==> src/rtl/char_console_pkg.sv <==
// Shared geometry, control codes and FSM state encoding for the character console.
package char_console_pkg;

    localparam int COLS   = 16;
    localparam int ROWS   = 4;
    localparam int CELLS  = COLS * ROWS;
    localparam int ADDR_W = $clog2(CELLS);
    localparam int COL_W  = $clog2(COLS);
    localparam int ROW_W  = $clog2(ROWS);

    localparam logic [7:0] CC_CR       = 8'h0D;
    localparam logic [7:0] CC_LF       = 8'h0A;
    localparam logic [7:0] CC_BS       = 8'h08;
    localparam logic [7:0] CC_FF       = 8'h0C;
    localparam logic [7:0] CHAR_SPACE  = 8'h20;
    localparam logic [7:0] CHAR_CURSOR = 8'h5F;

    typedef enum logic [1:0] {
        IDLE        = 2'd0,
        SCROLL_COPY = 2'd1,
        SCROLL_CLR  = 2'd2,
        CLEAR       = 2'd3
    } state_e;

    function automatic logic is_printable(input logic [7:0] b);
        return (b >= 8'h20) && (b <= 8'h7E);
    endfunction

endpackage

==> src/rtl/console_char_ram.sv <==
// 64x8 character store: one sync write port, a combinational read for the scroll
// source and a registered read for the display. Every cell resets to a space.
module console_char_ram
    import char_console_pkg::*;
(
    input  logic              clk,
    input  logic              rst_n,
    input  logic              we_i,
    input  logic [ADDR_W-1:0] waddr_i,
    input  logic [7:0]        wdata_i,
    input  logic [ADDR_W-1:0] sweep_addr_i,
    output logic [7:0]        sweep_data_o,
    input  logic [ADDR_W-1:0] rd_addr_i,
    output logic [7:0]        rd_data_o
);

    logic [7:0] mem_q [CELLS];
    logic [7:0] rd_data_q;

    always_ff @(posedge clk or negedge rst_n) begin
        if (!rst_n) begin
            for (int i = 0; i < CELLS; i++) begin
                mem_q[i] <= CHAR_SPACE;
            end
            rd_data_q <= CHAR_SPACE;
        end else begin
            if (we_i) begin
                mem_q[waddr_i] <= wdata_i;
            end
            rd_data_q <= mem_q[rd_addr_i];
        end
    end

    assign sweep_data_o = mem_q[sweep_addr_i];
    assign rd_data_o    = rd_data_q;

endmodule

==> src/rtl/char_console.sv <==
// Terminal-style text front end: byte stream decode, cursor tracking, scroll and clear.
// Optional cursor blink overlay on the read port when CURSOR_BLINK_EN is defined.
module char_console
    import char_console_pkg::*;
#(
    parameter int BLINK_CYCLES = 13500000
) (
    input  logic              clk,
    input  logic              rst_n,
    input  logic              in_valid,
    input  logic [7:0]        in_data,
    output logic              in_ready,
    input  logic              wr_en,
    input  logic [ADDR_W-1:0] wr_addr,
    input  logic [7:0]        wr_data,
    input  logic [ADDR_W-1:0] rd_addr,
    output logic [7:0]        rd_data,
    output logic [ADDR_W-1:0] cursor_pos,
    output logic              busy
);

    localparam logic [ADDR_W-1:0] LAST_ROW_BASE = ADDR_W'((ROWS - 1) * COLS);
    localparam logic [ADDR_W-1:0] COPY_LAST     = ADDR_W'((ROWS - 1) * COLS - 1);
    localparam logic [ADDR_W-1:0] CLR_LAST      = ADDR_W'(COLS - 1);
    localparam logic [ADDR_W-1:0] CELL_LAST     = ADDR_W'(CELLS - 1);
    localparam logic [COL_W-1:0]  COL_LAST      = COL_W'(COLS - 1);
    localparam logic [ROW_W-1:0]  ROW_LAST      = ROW_W'(ROWS - 1);

    state_e            state_q;
    logic [ADDR_W-1:0] idx_q;
    logic [ROW_W-1:0]  row_q;
    logic [COL_W-1:0]  col_q;

    logic              accept;
    logic              printable;
    logic              row_adv;
    logic              ram_we;
    logic [ADDR_W-1:0] ram_waddr;
    logic [7:0]        ram_wdata;
    logic [ADDR_W-1:0] sweep_addr;
    logic [7:0]        sweep_data;
    logic [7:0]        ram_rd_data;

    // Held low through reset so no byte is ever handshaken while rst_n is asserted.
    assign in_ready   = rst_n & (state_q == IDLE) & ~wr_en;
    assign accept     = in_valid & in_ready;
    assign printable  = is_printable(in_data);
    assign row_adv    = accept & ((printable & (col_q == COL_LAST)) | (in_data == CC_LF));
    assign cursor_pos = {row_q, col_q};
    assign busy       = (state_q != IDLE);
    assign sweep_addr = idx_q + ADDR_W'(COLS);

    always_comb begin
        ram_we    = 1'b0;
        ram_waddr = wr_addr;
        ram_wdata = wr_data;
        if (wr_en) begin
            ram_we = 1'b1;
        end else begin
            case (state_q)
                SCROLL_COPY: begin
                    ram_we    = 1'b1;
                    ram_waddr = idx_q;
                    ram_wdata = sweep_data;
                end
                SCROLL_CLR: begin
                    ram_we    = 1'b1;
                    ram_waddr = LAST_ROW_BASE + idx_q;
                    ram_wdata = CHAR_SPACE;
                end
                CLEAR: begin
                    ram_we    = 1'b1;
                    ram_waddr = idx_q;
                    ram_wdata = CHAR_SPACE;
                end
                default: begin
                    if (accept && printable) begin
                        ram_we    = 1'b1;
                        ram_waddr = cursor_pos;
                        ram_wdata = in_data;
                    end else if (accept && (in_data == CC_BS) && (col_q != '0)) begin
                        ram_we    = 1'b1;
                        ram_waddr = {row_q, col_q - 1'b1};
                        ram_wdata = CHAR_SPACE;
                    end
                end
            endcase
        end
    end

    // A direct write steals the port, so the sweep index holds rather than skip a cell.
    always_ff @(posedge clk or negedge rst_n) begin
        if (!rst_n) begin
            state_q <= IDLE;
            idx_q   <= '0;
            row_q   <= '0;
            col_q   <= '0;
        end else begin
            case (state_q)
                IDLE: begin
                    if (accept) begin
                        if (printable) begin
                            col_q <= (col_q == COL_LAST) ? '0 : col_q + 1'b1;
                        end else if (in_data == CC_CR || in_data == CC_LF) begin
                            col_q <= '0;
                        end else if (in_data == CC_BS) begin
                            if (col_q != '0) col_q <= col_q - 1'b1;
                        end else if (in_data == CC_FF) begin
                            state_q <= CLEAR;
                            idx_q   <= '0;
                        end
                        if (row_adv) begin
                            if (row_q == ROW_LAST) begin
                                state_q <= SCROLL_COPY;
                                idx_q   <= '0;
                            end else begin
                                row_q <= row_q + 1'b1;
                            end
                        end
                    end
                end
                SCROLL_COPY: begin
                    if (!wr_en) begin
                        if (idx_q == COPY_LAST) begin
                            state_q <= SCROLL_CLR;
                            idx_q   <= '0;
                        end else begin
                            idx_q <= idx_q + 1'b1;
                        end
                    end
                end
                SCROLL_CLR: begin
                    if (!wr_en) begin
                        if (idx_q == CLR_LAST) begin
                            state_q <= IDLE;
                            idx_q   <= '0;
                        end else begin
                            idx_q <= idx_q + 1'b1;
                        end
                    end
                end
                default: begin
                    if (!wr_en) begin
                        if (idx_q == CELL_LAST) begin
                            state_q <= IDLE;
                            idx_q   <= '0;
                            row_q   <= '0;
                            col_q   <= '0;
                        end else begin
                            idx_q <= idx_q + 1'b1;
                        end
                    end
                end
            endcase
        end
    end

    console_char_ram u_ram (
        .clk          (clk),
        .rst_n        (rst_n),
        .we_i         (ram_we),
        .waddr_i      (ram_waddr),
        .wdata_i      (ram_wdata),
        .sweep_addr_i (sweep_addr),
        .sweep_data_o (sweep_data),
        .rd_addr_i    (rd_addr),
        .rd_data_o    (ram_rd_data)
    );

`ifdef CURSOR_BLINK_EN
    localparam int BLINK_W = $clog2(BLINK_CYCLES + 1);

    logic [BLINK_W-1:0] blink_cnt_q;
    logic               blink_q;
    logic               cursor_hit_q;

    // Hit flag is registered alongside the RAM read to keep the 1-cycle read latency.
    always_ff @(posedge clk or negedge rst_n) begin
        if (!rst_n) begin
            blink_cnt_q  <= '0;
            blink_q      <= 1'b0;
            cursor_hit_q <= 1'b0;
        end else begin
            if (blink_cnt_q == BLINK_W'(BLINK_CYCLES - 1)) begin
                blink_cnt_q <= '0;
                blink_q     <= ~blink_q;
            end else begin
                blink_cnt_q <= blink_cnt_q + 1'b1;
            end
            cursor_hit_q <= blink_q && (state_q == IDLE) && (rd_addr == cursor_pos);
        end
    end

    assign rd_data = cursor_hit_q ? CHAR_CURSOR : ram_rd_data;
`else
    assign rd_data = ram_rd_data;
`endif

endmodule

==> config.mk <==
export PLATFORM = sky130hd
export DESIGN_NAME = char_console
export DESIGN_NICKNAME = d
export VERILOG_FILES = /design/src/rtl/char_console_pkg.sv /design/src/rtl/console_char_ram.sv /design/src/rtl/char_console.sv
export SDC_FILE = /design/constraint.sdc
export NUM_CORES = 1
export LEC_CHECK = 0
export BUFFER_PORTS_ARGS = -buffer_cell sky130_fd_sc_hd__buf_2
export CORE_MARGIN = 5
export CORE_UTILIZATION = 30
export DETAILED_ROUTE_END_ITERATION = 6
export GPL_TIMING_DRIVEN = 0
export PLACE_DENSITY = 0.57
export SLEW_MARGIN = 20
export SYNTH_ARGS = -nofsm -noshare
export SYNTH_HDL_FRONTEND = slang
export SYNTH_SLANG_ARGS = --single-unit
==> constraint.sdc <==
create_clock -name clk -period 2.9 [get_ports clk]
set_clock_uncertainty 0.05 [all_clocks]
set_input_delay 0.29 -clock clk [delete_from_list [all_inputs] [get_ports clk]]
set_output_delay 0.29 -clock clk [all_outputs]
set_load 0.01 [all_outputs]
==> flow_summary_export.csv <==
group,metric,value,unit
logic_synthesis,synthAdderAreaFrac,0.539,%
logic_synthesis,synth.most_common_cell,"dfrtp_1",
sta,post-route-min-period,3510,ps
worst_setup_path,crit_chain,"buf_12 -> buf_16 -> buf_6 -> mux4_2 -> mux4_2 -> inv_4 -> o21ai_4 -> a221o_4 -> clkbuf_16 -> mux2_2",
clocking,clock_latency,670,ps
run_status,violations,"setup timing",
global_routing,grt_pass1_vias,22900,
detailed_routing,wl_per_cell,37.1,um
worst_setup_path,cp_num_cells,10,
global_routing,grt_busiest_layer,"met2",
logic_synthesis,synthTopCellsByCount,"dfrtp_1, mux2_2, mux4_2, clkbuf_1, dfstp_2",
logic_synthesis,synth_area_leaders,"dfrtp_1, mux4_2, mux2_2",
logic_synthesis,syn-cell-area,0.0302,mm2
sta,rsz0062_at_grt,"yes",
logic_synthesis,yosys_warnings,0,
global_routing,grt_max_degree,102,
sta,setup_viol,520,
sta,max_freq,285,MHz
sta,fin_tns_setup,-261380,ps
logic_synthesis,synthArstFlopShare,100,%
final_layout,nNetsFinal,2400,
logic_synthesis,synth-xor-area-share,0.0871,%
logic_synthesis,avgSynthCellArea,15.3,um2
global_routing,grt_pass1_wl,185,mm
global_routing,grt_use_met1,31.5,%
logic_synthesis,synthCells,1972,
worst_setup_path,worstSetupPathType,"reg2reg",
floorplan,num_io_pins,48,
detailed_routing,first_iter_violations,3149,
worst_setup_path,crit_arrival,3980,ps
sta,worst_slew_pin_slew,1190,ps
worst_setup_path,endpoint_kind,"register",
logic_synthesis,synth-seq-cells,534,
floorplan,coreArea,0.100,mm2
floorplan,die_y,327,um
worst_setup_path,reg2reg_from,"idx_q[0]",
logic_synthesis,synth_compound_area_share,5.11,%
sta,slew_headroom,20.9,%
logic_synthesis,synth-main-ff-cell,"dfrtp_1",
final_layout,nFillCells,8867,
floorplan,initial_core_util,30.2,%
clocking,cts_root_buffer,"clkbuf_16",
worst_setup_path,r2r_cells,10,
job,cap_violations,0,
final_layout,area_growth,36.9,%
detailed_routing,drt_wl_total,138,mm
logic_synthesis,synth_top_family_by_area,"multiplexers",
worst_setup_path,path_buf_inv,5,
logic_synthesis,yosysTopAreaCell,"dfrtp_1",
floorplan,die_area,0.107,mm2
detailed_routing,drt-pass1-iter-count,5,
worst_setup_path,required,3370,ps
hold_path,hp-class,"in2async",
worst_setup_path,cp_slowest_stage_delay,580,ps
sta,hold_violations,0,
global_routing,grt_util_met2,37.2,%
worst_setup_path,crit_family,"multiplexers",
floorplan,rows,116,
sta,slew_viol_final,0,
pwr,p_leak,0.0173,uW
logic_synthesis,syn-num-nets,2017,
sta,fin_ws,-612,ps
global_routing,globalRouteOverflowTotal,0,
logic_synthesis,synth_simple_gate_area_share,5.77,%
placement,place_congestion,0.996,
global_routing,antenna_found_initial,11,
worst_setup_path,startpoint_type,"register",
detailed_routing,vias,23200,
global_routing,grt_usage,24.3,%
clocking,cts_sinks,534,
placement,dpl.hpwl,89.3,mm
detailed_routing,viasPerCell,6.24,
worst_setup_path,worstPathMaxFanout,6,
worst_setup_path,startpoint,"idx_q[0]",
run_status,status,"finished, violations left",
sta,fin_crit_sh,121,%
clocking,clock_path_buffers,3,
worst_setup_path,cpMostUsedCell,"mux4_2",
pwr,powerDensity,614,mW/mm2
clocking,cts_buffers,61,
logic_synthesis,ys_types,79,
placement,io_buffer_count,42,
clocking,clk_transition_reported_paths,60,ps
pwr,peakVddDrop,0.000517,V
logic_synthesis,muxShareOfSynthArea,41.0,%
global_routing,grtUsageMet3,7.27,%
final_layout,drive_gt1_share,66.0,%
clocking,tritoncts,"built",
logic_synthesis,synth_edf_count,0,
sta,hold_slack,56.9,ps
detailed_routing,drtAntennaViolNets,0,
clocking,htree_levels,2,
logic_synthesis,ys_seq_area_share,44.6,%
logic_synthesis,synth_top_area_share,38.9,%
worst_setup_path,critical_path.slowest_cell,"mux4_2",
detailed_routing,drc,0,
floorplan,die_x,327,um
==> routing by layer <==
layer | share of wire, % | vias to the layer above
met4 | 7.0 | 10
met3 | 11 | 407
met2 | 44 | 1584
met1 | 38 | 12500
li1 | - | 8691
met5 | 0.073 | -
==> metrics by stage <==
stage               setup WS (ps)  power (uW)  instances  area, um2  util (%)
floorplan                    -361       13400       1972      31100         -
global placement           -12480       15300       3312      32900      32.9
detailed placement          -2840       15500       3319      33100      33.1
CTS                          -608       24700       3593      39100      39.1
global route                 -579       26000       3708      41300      41.3
finish                       -612       25300       3712      41300      41.3
==> power by group <==
group	total, uW	leakage [uW]	switching (uW)	internal (uW)
Combinational	6900	0.00934	3140	3760
Clock	8400	0.00108	3480	4920
Sequential	10000	0.00693	1120	8930
==> worst paths after layout <==
path,end,slack (ps)
min reg2reg,u_ram.mem_q[253],470
min,u_ram.mem_q[47],60
max in group asynchronous,u_ram.mem_q[18],1240
min in group clk,u_ram.mem_q[399],150
max reg2reg,u_ram.mem_q[385],-610
max,u_ram.mem_q[385],-610
==> layout make-up <==
| type | instances | area (um2) | area share, % |
|---|---|---|---|
| Multi-Input combinational cell | 1248 | 17900 | 43.4 |
| Clock buffer | 88 | 1860 | 4.51 |
| Inverter | 22 | 115 | 0.279 |
| Antenna cell | 6 | 15.0 | 0.0364 |
| Tap cell | 1298 | 1620 | 3.93 |
| Sequential cell | 534 | 13500 | 32.6 |
| Timing Repair Buffer | 326 | 3900 | 9.45 |
| Buffer | 162 | 2100 | 5.08 |
| Clock inverter | 28 | 317 | 0.767 |
==> registers in the layout (all words and copies together) (netlist names) <==
signal and count:
state_q 2, u_ram.mem_q 512, idx_q 6, col_q 4
u_ram.rd_data_o 8, row_q 2
==> worst reg2reg max path: cells and delay by family, from the launching register on <==
family,cells,cell delay [ps]
mux,3,1400
buf+inv,5,860
compound gates,2,580
flops,1,500
==> kinds of logic after synthesis <==
kind of cell / Yosys count
xor+xnor: 3
compound gates: 199
simple gates: 219
fa+ha+maj: 13
buf+inv: 195
mux: 809
flops: 534
==> timing repair <==
| item | CTS | global route |
|---|---|---|
| hold endpoints to repair | 125 | 0 |
| gates cloned | 22 | 22 |
| hold buffers | 16 | 0 |
| pin swaps | 69 | 40 |
| setup buffers | 130 | 94 |
| endpoints found under the setup margin | 526 | 521 |
| gates resized for setup | 401 | 244 |
==> placed cells by master (no fill, tap or decap), drive strengths merged, types with 8 or more instances in the layout <==
cell,count
buf,389
nand4,17
nor3,40
a22oi,24
nor2,23
mux2,472
dfstp,65
mux2i,44
inv,19
dfrtp,469
nor2b,8
a211oi,8
nor4,21
clkbuf,180
nand3,21
mux4,293
o32a,41
a31oi,12
a21oi,34
o21ai,19
nand2,43
clkinv,19
a221o,10
or3,10
ha,13
No activity file was read; power rests on OpenSTA's default activity.
